## src/rtl/cpu_io_device.sv

```systemverilog
// cpu_io_device: device side of the CPU in/out port protocol.
// An input FIFO (host push, CPU pop) feeds in_data; an output FIFO
// (CPU push, host pop) captures CPU writes. Sticky flags record a CPU
// read from an empty input FIFO and a CPU write into a full output FIFO.
module cpu_io_device #(
    parameter int unsigned DATA_WIDTH = 64,
    parameter int unsigned IN_DEPTH   = 8,
    parameter int unsigned OUT_DEPTH  = 8
) (
    input  logic                         clk,
    input  logic                         reset,
    input  logic                         in_signal,
    output logic [DATA_WIDTH-1:0]        in_data,
    input  logic                         out_signal,
    input  logic [DATA_WIDTH-1:0]        out_data,
    input  logic                         host_in_valid,
    input  logic [DATA_WIDTH-1:0]        host_in_data,
    output logic                         host_in_ready,
    output logic                         host_out_valid,
    output logic [DATA_WIDTH-1:0]        host_out_data,
    input  logic                         host_out_ready,
    output logic [$clog2(IN_DEPTH):0]    in_count,
    output logic [$clog2(OUT_DEPTH):0]   out_count,
    input  logic                         err_clear,
    output logic                         in_underflow,
    output logic                         out_overflow,
    output logic                         error
);

    localparam int unsigned IN_AW  = $clog2(IN_DEPTH);
    localparam int unsigned IN_CW  = IN_AW + 1;
    localparam int unsigned OUT_AW = $clog2(OUT_DEPTH);
    localparam int unsigned OUT_CW = OUT_AW + 1;

    localparam logic [IN_CW-1:0]  IN_FULL  = IN_CW'(IN_DEPTH);
    localparam logic [OUT_CW-1:0] OUT_FULL = OUT_CW'(OUT_DEPTH);

    logic [DATA_WIDTH-1:0] in_mem  [IN_DEPTH];
    logic [DATA_WIDTH-1:0] out_mem [OUT_DEPTH];

    logic [IN_AW-1:0]  in_wr;
    logic [IN_AW-1:0]  in_rd;
    logic [OUT_AW-1:0] out_wr;
    logic [OUT_AW-1:0] out_rd;

    logic in_push;
    logic in_pop;
    logic in_under_set;
    logic out_push;
    logic out_pop;
    logic out_over_set;

    // Handshake decode; all decisions use the occupancy at the start of the cycle.
    assign host_in_ready  = (in_count != IN_FULL);
    assign in_push        = host_in_valid & host_in_ready;
    assign in_pop         = in_signal & (in_count != '0);
    assign in_under_set   = in_signal & (in_count == '0);

    assign host_out_valid = (out_count != '0);
    assign out_pop        = host_out_valid & host_out_ready;
    assign out_push       = out_signal & (out_count != OUT_FULL);
    assign out_over_set   = out_signal & (out_count == OUT_FULL);

    // Zero-latency heads; forced to zero when empty so stale storage never leaks.
    assign in_data        = (in_count  != '0) ? in_mem[in_rd]   : '0;
    assign host_out_data  = (out_count != '0) ? out_mem[out_rd] : '0;
    assign error          = in_underflow | out_overflow;

    // FIFO storage writes (contents are not reset).
    always_ff @(posedge clk) begin
        if (reset && in_push) begin
            in_mem[in_wr] <= host_in_data;
        end
        if (reset && out_push) begin
            out_mem[out_wr] <= out_data;
        end
    end

    // Input FIFO pointers and occupancy.
    always_ff @(posedge clk) begin
        if (!reset) begin
            in_wr    <= '0;
            in_rd    <= '0;
            in_count <= '0;
        end else begin
            if (in_push) begin
                in_wr <= in_wr + IN_AW'(1);
            end
            if (in_pop) begin
                in_rd <= in_rd + IN_AW'(1);
            end
            case ({in_push, in_pop})
                2'b10:   in_count <= in_count + IN_CW'(1);
                2'b01:   in_count <= in_count - IN_CW'(1);
                default: in_count <= in_count;
            endcase
        end
    end

    // Output FIFO pointers and occupancy.
    always_ff @(posedge clk) begin
        if (!reset) begin
            out_wr    <= '0;
            out_rd    <= '0;
            out_count <= '0;
        end else begin
            if (out_push) begin
                out_wr <= out_wr + OUT_AW'(1);
            end
            if (out_pop) begin
                out_rd <= out_rd + OUT_AW'(1);
            end
            case ({out_push, out_pop})
                2'b10:   out_count <= out_count + OUT_CW'(1);
                2'b01:   out_count <= out_count - OUT_CW'(1);
                default: out_count <= out_count;
            endcase
        end
    end

    // Sticky error flags; a new error wins over a same-cycle clear.
    always_ff @(posedge clk) begin
        if (!reset) begin
            in_underflow <= 1'b0;
            out_overflow <= 1'b0;
        end else begin
            in_underflow <= in_under_set | (in_underflow & ~err_clear);
            out_overflow <= out_over_set | (out_overflow & ~err_clear);
        end
    end

endmodule

```

## config.mk

```make
export PLATFORM = sky130hd
export DESIGN_NAME = cpu_io_device
export DESIGN_NICKNAME = d
export VERILOG_FILES = /design/src/rtl/cpu_io_device.sv
export SDC_FILE = /design/constraint.sdc
export NUM_CORES = 1
export LEC_CHECK = 0
export CAP_MARGIN = 5
export CORE_ASPECT_RATIO = 0.8
export CORE_MARGIN = 4
export CORE_UTILIZATION = 54
export DETAILED_ROUTE_END_ITERATION = 12
export GPL_TIMING_DRIVEN = 0
export PLACE_DENSITY = 0.85
export SETUP_SLACK_MARGIN = 0.1
export SYNTH_ARGS = -nofsm -noshare
export SYNTH_HDL_FRONTEND = slang
export SYNTH_SLANG_ARGS = --single-unit
```

## constraint.sdc

```tcl
create_clock -name clk -period 11.7 [get_ports clk]
set_input_delay 3.51 -clock clk [delete_from_list [all_inputs] [get_ports clk]]
set_output_delay 3.51 -clock clk [all_outputs]
set_load 0.005 [all_outputs]
```

**Word level (Yosys, flattened, before mapping)**

Memory sizes are Yosys's and may differ from the RTL's. A register that Yosys moved wholly into a read port is not among the register bits.
Index checks and enable logic that the tools add are counted.
W data, S select, Z words.

- Add/subtract/negate cells: 8
- Equality and inequality tests: 7
- Multiplexer cells: 12
- Bitwise gates (word level): 12
- Reductions and logical operators: 7

Operators by type and width:

| kind | count |
|---|---|
| $mux W64 | 2 |
| $pmux W4 S2 | 2 |
| $add A3 B1 Y3 const B | 4 |
| $mux W3 | 4 |
| $add A4 B1 Y4 const B | 2 |
| $and A1 B1 Y1 | 8 |
| $ne A4 B4 Y1 const B | 2 |
| $reduce_bool A4 Y1 | 2 |
| $sub A4 B1 Y4 const B | 2 |
| $eq A2 B1 Y1 const B | 2 |
| $eq A2 B2 Y1 const B | 2 |
| $eq A4 B4 Y1 const B | 1 |
| $logic_not A4 Y1 | 1 |
| $mux W1 | 4 |
| $reduce_bool A2 Y1 | 2 |
| $or A1 B1 Y1 | 3 |
| $logic_and A1 B1 Y1 | 2 |
| $not A1 Y1 | 1 |

- Register bits after elaboration: 22
- RAM bits: 1,024
- Input bits: 135
- Word-level logic and storage cells: 56
- Memories kept: 2

Memory list:

| memory | depth | width | rd ports | clocked after Yosys merged registers in | wr ports | line | source |
|---|---|---|---|---|---|---|---|
| in_mem | 8 | 64 | 1 | 1 | 1 | 38 | `logic [DATA_WIDTH-1:0] in_mem [IN_DEPTH];` |
| out_mem | 8 | 64 | 1 | 1 | 1 | 39 | `logic [DATA_WIDTH-1:0] out_mem [OUT_DEPTH];` |

**Depth between registers and ports, before layout**

Gate-level depths: netlist (run 1).

- Depth in word-level cells: 5
- Mapped depth: 12
- Depth with buffers taken out: 10

**Worst setup path before layout (run 1)**

Ideal clock, no wire load.

- Kind: in2reg
- Start: input port reset
- End: memory in_mem[2][0], enable pin
- Library setup time: 0.644 ns
- Arrival: 9.911 ns
- Data required time: 11.056 ns
- Path slack: 1.145 ns
- Cell stages on the path: 3
- Path through: clkbuf_1 -> nand2_1 -> nor4_1

- Word-level cells in the longest chain between the ends: 3

Ends and longest elaborated chain:

| element | line | source |
|---|---|---|
| start, declared | 11 | `input logic reset,` |
| $logic_and A1 B1 Y1 | 71 | `if (reset && in_push) begin` |
| $mux W1 | 71 |  |
| $mux W1 (not written as such) | 72 | `in_mem[in_wr] <= host_in_data;` |
| end, declared | 38 |  |

Every way passes these cells.

**Worst setup path after layout (run 1)**

- Start: register out_count[1]
- End: output port host_out_data[40]

- Word-level cells in the longest chain between the ends: 2

Ends and longest elaborated chain:

| element | line | source |
|---|---|---|
| start, declared | 23 | `output logic [$clog2(OUT_DEPTH):0] out_count,` |
| start signal, assigned | 114 | `2'b10: out_count <= out_count + OUT_CW'(1);` |
| start signal, assigned | 115 | `2'b01: out_count <= out_count - OUT_CW'(1);` |
| start signal, assigned | 116 | `default: out_count <= out_count;` |
| $reduce_bool A4 Y1 | 66 | `assign host_out_data = (out_count != '0) ? out_mem[out_rd] : '0;` |
| $mux W64 | 66 |  |
| end, declared | 20 | `output logic [DATA_WIDTH-1:0] host_out_data,` |

Every way passes these cells.

==> results of run 1 <==
==> state kept, by name, summed over array words and instances, names as in the netlist, 3 cells and up, named ones only <==
name,cells
out_wr,3
in_wr,3
in_count,4
in_rd,3
out_count,4
in_mem,512
out_rd,3
out_mem,512
==> per-stage QoR <==
step	worst slack, ns	instance area (sq um)
after floorplan	1.14	40200
after global placement	-5.53	44200
after detailed placement	4.84	45600
after CTS	4.63	48900
after global routing	4.57	49000
final	4.64	49000
==> area by class of cell <==
cell class	instances	area (sq um)
clock inverters	65	754
plain buffers	92	464
clock buffers	115	2580
well taps	1001	1250
inverters	3	11.3
diodes	8	20.0
flip-flops and latches	1052	31300
fillers	4450	24800
repair buffers	377	4100
multi-input cells	633	8470
==> Yosys cell counts (6+ instances only) <==
master and n:
edfxtp_1 1024, mux4_2 256, mux2i_1 135, nor2_1 134, buf_2 44, dfxtp_1 28
buf_1 22, buf_4 13, nand2_1 13, and2_1 11, clkbuf_1 11, nor3_1 11
ha_1 10, nor2b_1 8, nand3_1 6, xnor2_1 6, xor2_1 6
==> critical path, cell delays in order, from the launching register on <==
cell	delay, ns
dfxtp_1	0.31
buf_2	0.16
nor4_2	0.62
clkbuf_1	0.69
buf_2	0.42
nor2_1	0.20
clkdlybuf4s50_1	0.49
==> power by group through the flow <==
stage                     combinational, mW  sequential, mW  clock (mW)
after floorplan                        1.43            4.37           0
after global placement                 2.56            4.39           0
after detailed placement               2.64            4.37           0
after CTS                              2.70            4.30        3.34
after global routing                   2.84            4.30        3.51
final                                  2.67            4.30        3.30
==> cells by family after synthesis <==
| logic type | count (synthesis) | share of synthesized area |
|---|---|---|
| flip-flops | 1052 | 0.780 |
| AO/OA/AOI/OAI | 18 | 0.00299 |
| buffers and inverters | 95 | 0.0118 |
| XOR/XNOR | 12 | 0.00262 |
| adder cells (fa/ha/maj) | 10 | 0.00312 |
| AND/OR/NAND/NOR | 202 | 0.0226 |
| multiplexers | 391 | 0.177 |
==> worst min path at each step <==
stage / start / endpoint / slack (ns) / cells past startpoint
finish: in_count[3]$_SDFFE_PN0P_ / in_count[3]$_SDFFE_PN0P_ / 0.51 / 2
global route: out_wr[0]$_SDFFE_PN0P_ / out_wr[0]$_SDFFE_PN0P_ / 0.53 / 2
CTS: out_wr[0]$_SDFFE_PN0P_ / out_wr[0]$_SDFFE_PN0P_ / 0.51 / 2
detailed placement: out_wr[0]$_SDFFE_PN0P_ / out_wr[0]$_SDFFE_PN0P_ / 0.50 / 2
global placement: out_wr[0]$_SDFFE_PN0P_ / out_wr[0]$_SDFFE_PN0P_ / 0.48 / 2
floorplan: out_wr[0]$_SDFFE_PN0P_ / out_wr[0]$_SDFFE_PN0P_ / 0.47 / 2
==> per-layer routing <==
layer,vias to the layer above,part of all wire,GRT usage
met1,10600,0.38,0.320
met3,202,0.071,0.0374
met4,6,0.033,0.0821
li1,8369,-,-
met5,-,0.00049,0
met2,1023,0.51,0.393
==> parameters.txt, run 1 <==
Parameter                              Value

Worst setup path
  Req. time, crit path    8.19 ns
  Setup Crit Path Kind    flip-flop to output pin
  Critical Path Fanout Max    10
  Worst Setup End Kind    output pin
  Data arrival time at the worst-slack endpoint    3.55 ns
  Worst Setup SP    out_count[1]$_SDFFE_PN0P_
  Flop2flop setup slack    8.44 ns
  Endpoint of the most critical setup path    host_out_data[40]
  Worst R2R Start    out_count[1]$_SDFFE_PN0P_
  Worst Reg2Reg Path Length in Cells    10
  Startpoint Class    flip-flop
  Endpoint of the worst register-to-register path    out_mem[0][29]$_DFFE_PP_

Timing
  Final hold violations    0
  Final setup vio count    0
  Actual transition at the worst max-transition pin    1.06 ns
  Worst clock skew on the final layout    0.0250 ns
  Setup repair after global routing missed its margin    no
  Hold Slack    0.512 ns
  Worst relative slew slack    0.288
  Fmax    142 MHz
  Final-layout setup total negative slack    0 ns
  Final clock period utilization by the worst path    0.604
  Count of final max-slew check failures    0
  Min cycle time layout    7.06 ns

Global route
  Antenna violations before repair    12
  GRT Residual Overflow    0
  Number of global-route vias before repair    21400
  Largest net degree at the start of global routing    25
  Global-route wire length before repair    138000 microns
  GRT Util Overall    0.234

Worst hold path
  Hold WC Path Type    flip-flop to flip-flop

Clock network
  Clock Tree Root    clkbuf_16
  TritonCTS clock tree    done
  H-tree level count    3
  Num CTS Buffers    98
  PostCTS Resize Cnt    0
  CTS clock-pin slew for the worst setup and hold paths    0.07 ns
  Hold_buf cts    0
  Number of buffers added for setup after CTS    0
  Insertion delay of the later-clocked pin in the worst-skew pair    0.63 ns
  Number of buffers on the longest clock path    3
  Number of clock sinks    1052

Layout
  Net total in the final layout    2402
  Most used cells in the layout excluding fill and tap cells    1024 x edfxtp_1, 275 x clkdlybuf4s50_1, 256 x mux4_2, 135 x mux2i_1, 129 x nor2_1
  Final std cells w/o fill    3346
  Area added between synthesis and finish    21.9%
  Fraction of final layout cells with drive strength greater than 1    0.252
  Most common cell after layout, fill and taps aside    edfxtp_1
  Final design utilization    0.664

Placement
  Cells after DPL    3158
  Weighted congestion at the end of routability-driven global placement    0.752
  HPWL reported at the end of detailed placement    58500 microns
  Port Buffers    275

Logic synthesis
  Synth Area per Inst    22.6 sq um
  Area share of the largest cell type after synthesis    0.766
  Cell types with the largest area share after synthesis    edfxtp_1 77%, mux4_2 14%, mux2i_1 3.4%
  Post-synthesis sequential element count    1052
  Post-synth EDFFs    1024
  Syn Std Cell Area    40200 sq um
  Largest area contributor in the synthesized netlist    edfxtp_1
  Synth cell types    41
  Number of instances in the synthesized netlist    1780
  Synthesized netlist net count    1925
  Leading register cell type out of synthesis    edfxtp_1
  Fraction of the yosys area taken by sequential cells    0.780
  Yosys warns    0
  Async S/R FF share, synth    0

Power
  Switching share of power    0.262
  Clock network power share    0.321
  Share of power burned in combinational logic    0.260
  Lkg Pwr    15.3 nW
  Power dissipated by switching net loads    2.68 mW
  Total power after layout    10.3 mW
  Internal Pwr Total    7.57 mW
  Peak supply drop    0.000158 V
  Proportion of power drawn by flip-flops and latches    0.419
  Total power per unit cell area    210 nW/um^2

Die
  Die height    252 microns
  Standard-cell row count    89
  Area of the die    78800 sq um
  Starting Density    0.545
  Core Area    73700 sq um
  I/O pins    276
  Die span in x    313 microns

Route
  Total wire length    92100 microns
  Number of vias per cell after detailed routing    6.04
  Antenna Nets Post-Route    0
  DRC violation count after routing    0
  1st-iter DRT viols    2426
  Total via count in the routed design    20200
  Average wire per standard cell    27.5 microns
  Detailed-routing iteration count for the pre-antenna-repair pass    6

Outcome
  Result of the run    completed

Flow run
  Number of max-cap violations    0
Note: power is estimated with default switching activity, not from simulation.
==> inputs of run 2 (changes only) <==
- CORE_UTILIZATION: 54 -> 53
- PLACE_DENSITY: 0.85 -> 0.87
- clock period: 11.7 -> 5.9 ns (I/O delays scaled with it)
==> parameters.txt, run 2 (same netlist as run 1, synthesis figures left out) <==
Parameter                              Value

Route
  Total wire length    95200 microns (+3.4%)
  Total via count in the routed design    20200 (+0.074%)
  Antenna Nets Post-Route    0 (unchanged)
  Number of vias per cell after detailed routing    6.10 (+0.95%)
  1st-iter DRT viols    2500 (+3.1%)
  Average wire per standard cell    28.7 microns (+4.3%)
  DRC violation count after routing    0 (unchanged)
  Detailed-routing iteration count for the pre-antenna-repair pass    5 (-1)

Worst setup path
  CP max stage delay    0.66 ns (-0.03 ns)
  Startpoint Class    flip-flop
  Req. time, crit path    4.13 ns (-4.06 ns)
  Data arrival time at the worst-slack endpoint    3.44 ns (-0.11 ns)
  Instance count on the critical path    6 (unchanged)
  Top cell by count, worst path    buf_2
  Setup Crit Path Kind    flip-flop to output pin
  Worst Reg2Reg Path Length in Cells    11 (+1)
  Critical Path Fanout Max    10 (unchanged)
  Combined buffer and inverter count along the critical path    4 (unchanged)
  Cell family with the largest share of critical-path delay    buffers and inverters
  Worst Setup End Kind    output pin
  Crit path cell chain    buf_2 -> nor4_2 -> clkbuf_1 -> buf_2 -> nor2_1 -> clkdlybuf4s50_1
  Crit path max-delay cell type    clkbuf_1

Timing
  Worst clock skew on the final layout    0.0409 ns (+0.0159 ns)
  Final clock period utilization by the worst path    0.884
  Final-layout setup total negative slack    0 ns (unchanged)
  Final hold violations    0 (unchanged)
  Fmax    192 MHz
  Setup repair after global routing missed its margin    no
  Hold Slack    0.505 ns (-0.00703 ns)
  Min cycle time layout    5.21 ns
  Final setup vio count    0 (unchanged)
  Actual transition at the worst max-transition pin    1.01 ns (-0.0512 ns)
  Worst relative slew slack    0.324 (+0.0364)
  Count of final max-slew check failures    0 (unchanged)

Die
  Die height    254 microns (+0.91%)
  Die span in x    316 microns (+0.92%)
  Area of the die    80300 sq um (+1.8%)
  Starting Density    0.540 (-0.00489)
  Core Area    74400 sq um (+0.91%)
  I/O pins    276 (unchanged)
  Standard-cell row count    89 (unchanged)

Global route
  Antenna violations before repair    15 (+3)
  Global-route wire length before repair    141000 microns (+2.1%)
  GRT Residual Overflow    0 (unchanged)
  Number of global-route vias before repair    21400 (-0.37%)
  GRT Util Overall    0.239 (+0.00462)
  Largest net degree at the start of global routing    27 (+8.0%)

Clock network
  H-tree level count    3 (unchanged)
  Hold_buf cts    0 (unchanged)
  Number of clock sinks    1052 (unchanged)
  Number of buffers on the longest clock path    3 (unchanged)
  CTS clock-pin slew for the worst setup and hold paths    0.06 ns (about the same)
  Clock Tree Root    clkbuf_16
  Insertion delay of the later-clocked pin in the worst-skew pair    0.66 ns (+0.03 ns)
  TritonCTS clock tree    done
  PostCTS Resize Cnt    0 (unchanged)
  Number of buffers added for setup after CTS    0 (unchanged)
  Num CTS Buffers    98 (unchanged)

Flow run
  Number of max-cap violations    0 (unchanged)

Power
  Total power after layout    20.0 mW (+95%)
  Lkg Pwr    15.1 nW (-1.5%)
  Total power per unit cell area    410 nW/um^2 (+96%)
  Peak supply drop    0.000267 V (+69%)

Layout
  Area added between synthesis and finish    21.4%
  Fraction of final layout cells with drive strength greater than 1    0.237 (-0.0151)
  Net total in the final layout    2371 (-1.3%)
  Final standard cell area without fillers    48700 sq um (-0.45%)
  Top flop regs    in_mem: 512 flops, out_mem: 512 flops
  Final design utilization    0.655 (-0.00894)
  Most used cells in the layout excluding fill and tap cells    1024 x edfxtp_1, 275 x clkdlybuf4s50_1, 256 x mux4_2, 135 x mux2i_1, 129 x nor2_1
  Most common cell after layout, fill and taps aside    edfxtp_1
  Fillcell total    4595 (+3.3%)

Placement
  Weighted congestion at the end of routability-driven global placement    0.776 (+3.2%)
  HPWL reported at the end of detailed placement    59100 microns (+0.98%)
  Cell area reported after detailed placement    45600 sq um (about the same)
  Port Buffers    275 (unchanged)

Outcome
  Result of the run    completed

Worst hold path
  Hold WC Path Type    flip-flop to flip-flop
  Worst hold stages    2 (unchanged)
-- run 2: cell types whose count changed in the layout (fill, tap and decap cells not counted), sizes merged --
cell and change:
clkinv +2, clkbuf +7, bufinv -11, diode +4, inv +1, clkinvlp -1
buf -31
-- run 2: per-stage QoR --
stage,setup WS [ns],std cells
2_1_floorplan,-1.30,1780
3_3_place_gp,-6.16,3056
3_5_place_dp,0.841,3127
4_1_cts,0.651,3305
5_1_grt,0.564,3314
6_report,0.687,3317
-- run 2: metal layers --
layer / vias to the layer above / global-route usage / routed length, microns
li1: 8309 / - / -
met2: 1038 / 0.408 / 49900
met1: 10700 / 0.317 / 35400
met5: - / 0 / 71
met4: 10 / 0.0836 / 3050
met3: 193 / 0.0424 / 6880
-- run 2: worst paths after layout --
check,startpoint,to,slack [ns]
worst max-delay path,out_count[1]$_SDFFE_PN0P_,host_out_data[36],0.69
worst min-delay path,in_count[3]$_SDFFE_PN0P_,in_count[3]$_SDFFE_PN0P_,0.51
worst max register to register,out_count[1]$_SDFFE_PN0P_,out_mem[5][47]$_DFFE_PP_,2.35
worst min register to register,in_count[3]$_SDFFE_PN0P_,in_count[3]$_SDFFE_PN0P_,0.51
-- run 2: worst min-delay path: cells and delay by family, from the launching register on --
family / cells / cell delay, ns
muxes: 1 / 0.06
DFF: 1 / 0.34
and+or+nand+nor: 1 / 0.06
-- run 2: layout make-up --
| class | count | area (sq um) | share of cell area |
|---|---|---|---|
| inverter | 3 | 11.3 | 0.000231 |
| buffer | 92 | 464 | 0.00953 |
| multi-input combinational | 633 | 8520 | 0.175 |
| antenna | 12 | 30.0 | 0.000616 |
| timing repair buffer | 346 | 4050 | 0.0830 |
| tap | 1001 | 1250 | 0.0257 |
| sequential | 1052 | 31300 | 0.642 |
| clock inverter | 56 | 538 | 0.0110 |
| clock buffer | 122 | 2560 | 0.0526 |
-- run 2: report_power, final --
group	internal, mW	total (mW)	switching [mW]
Combinational	2.75	5.35	2.61
Sequential	8.42	8.52	0.101
Clock	3.37	6.09	2.72
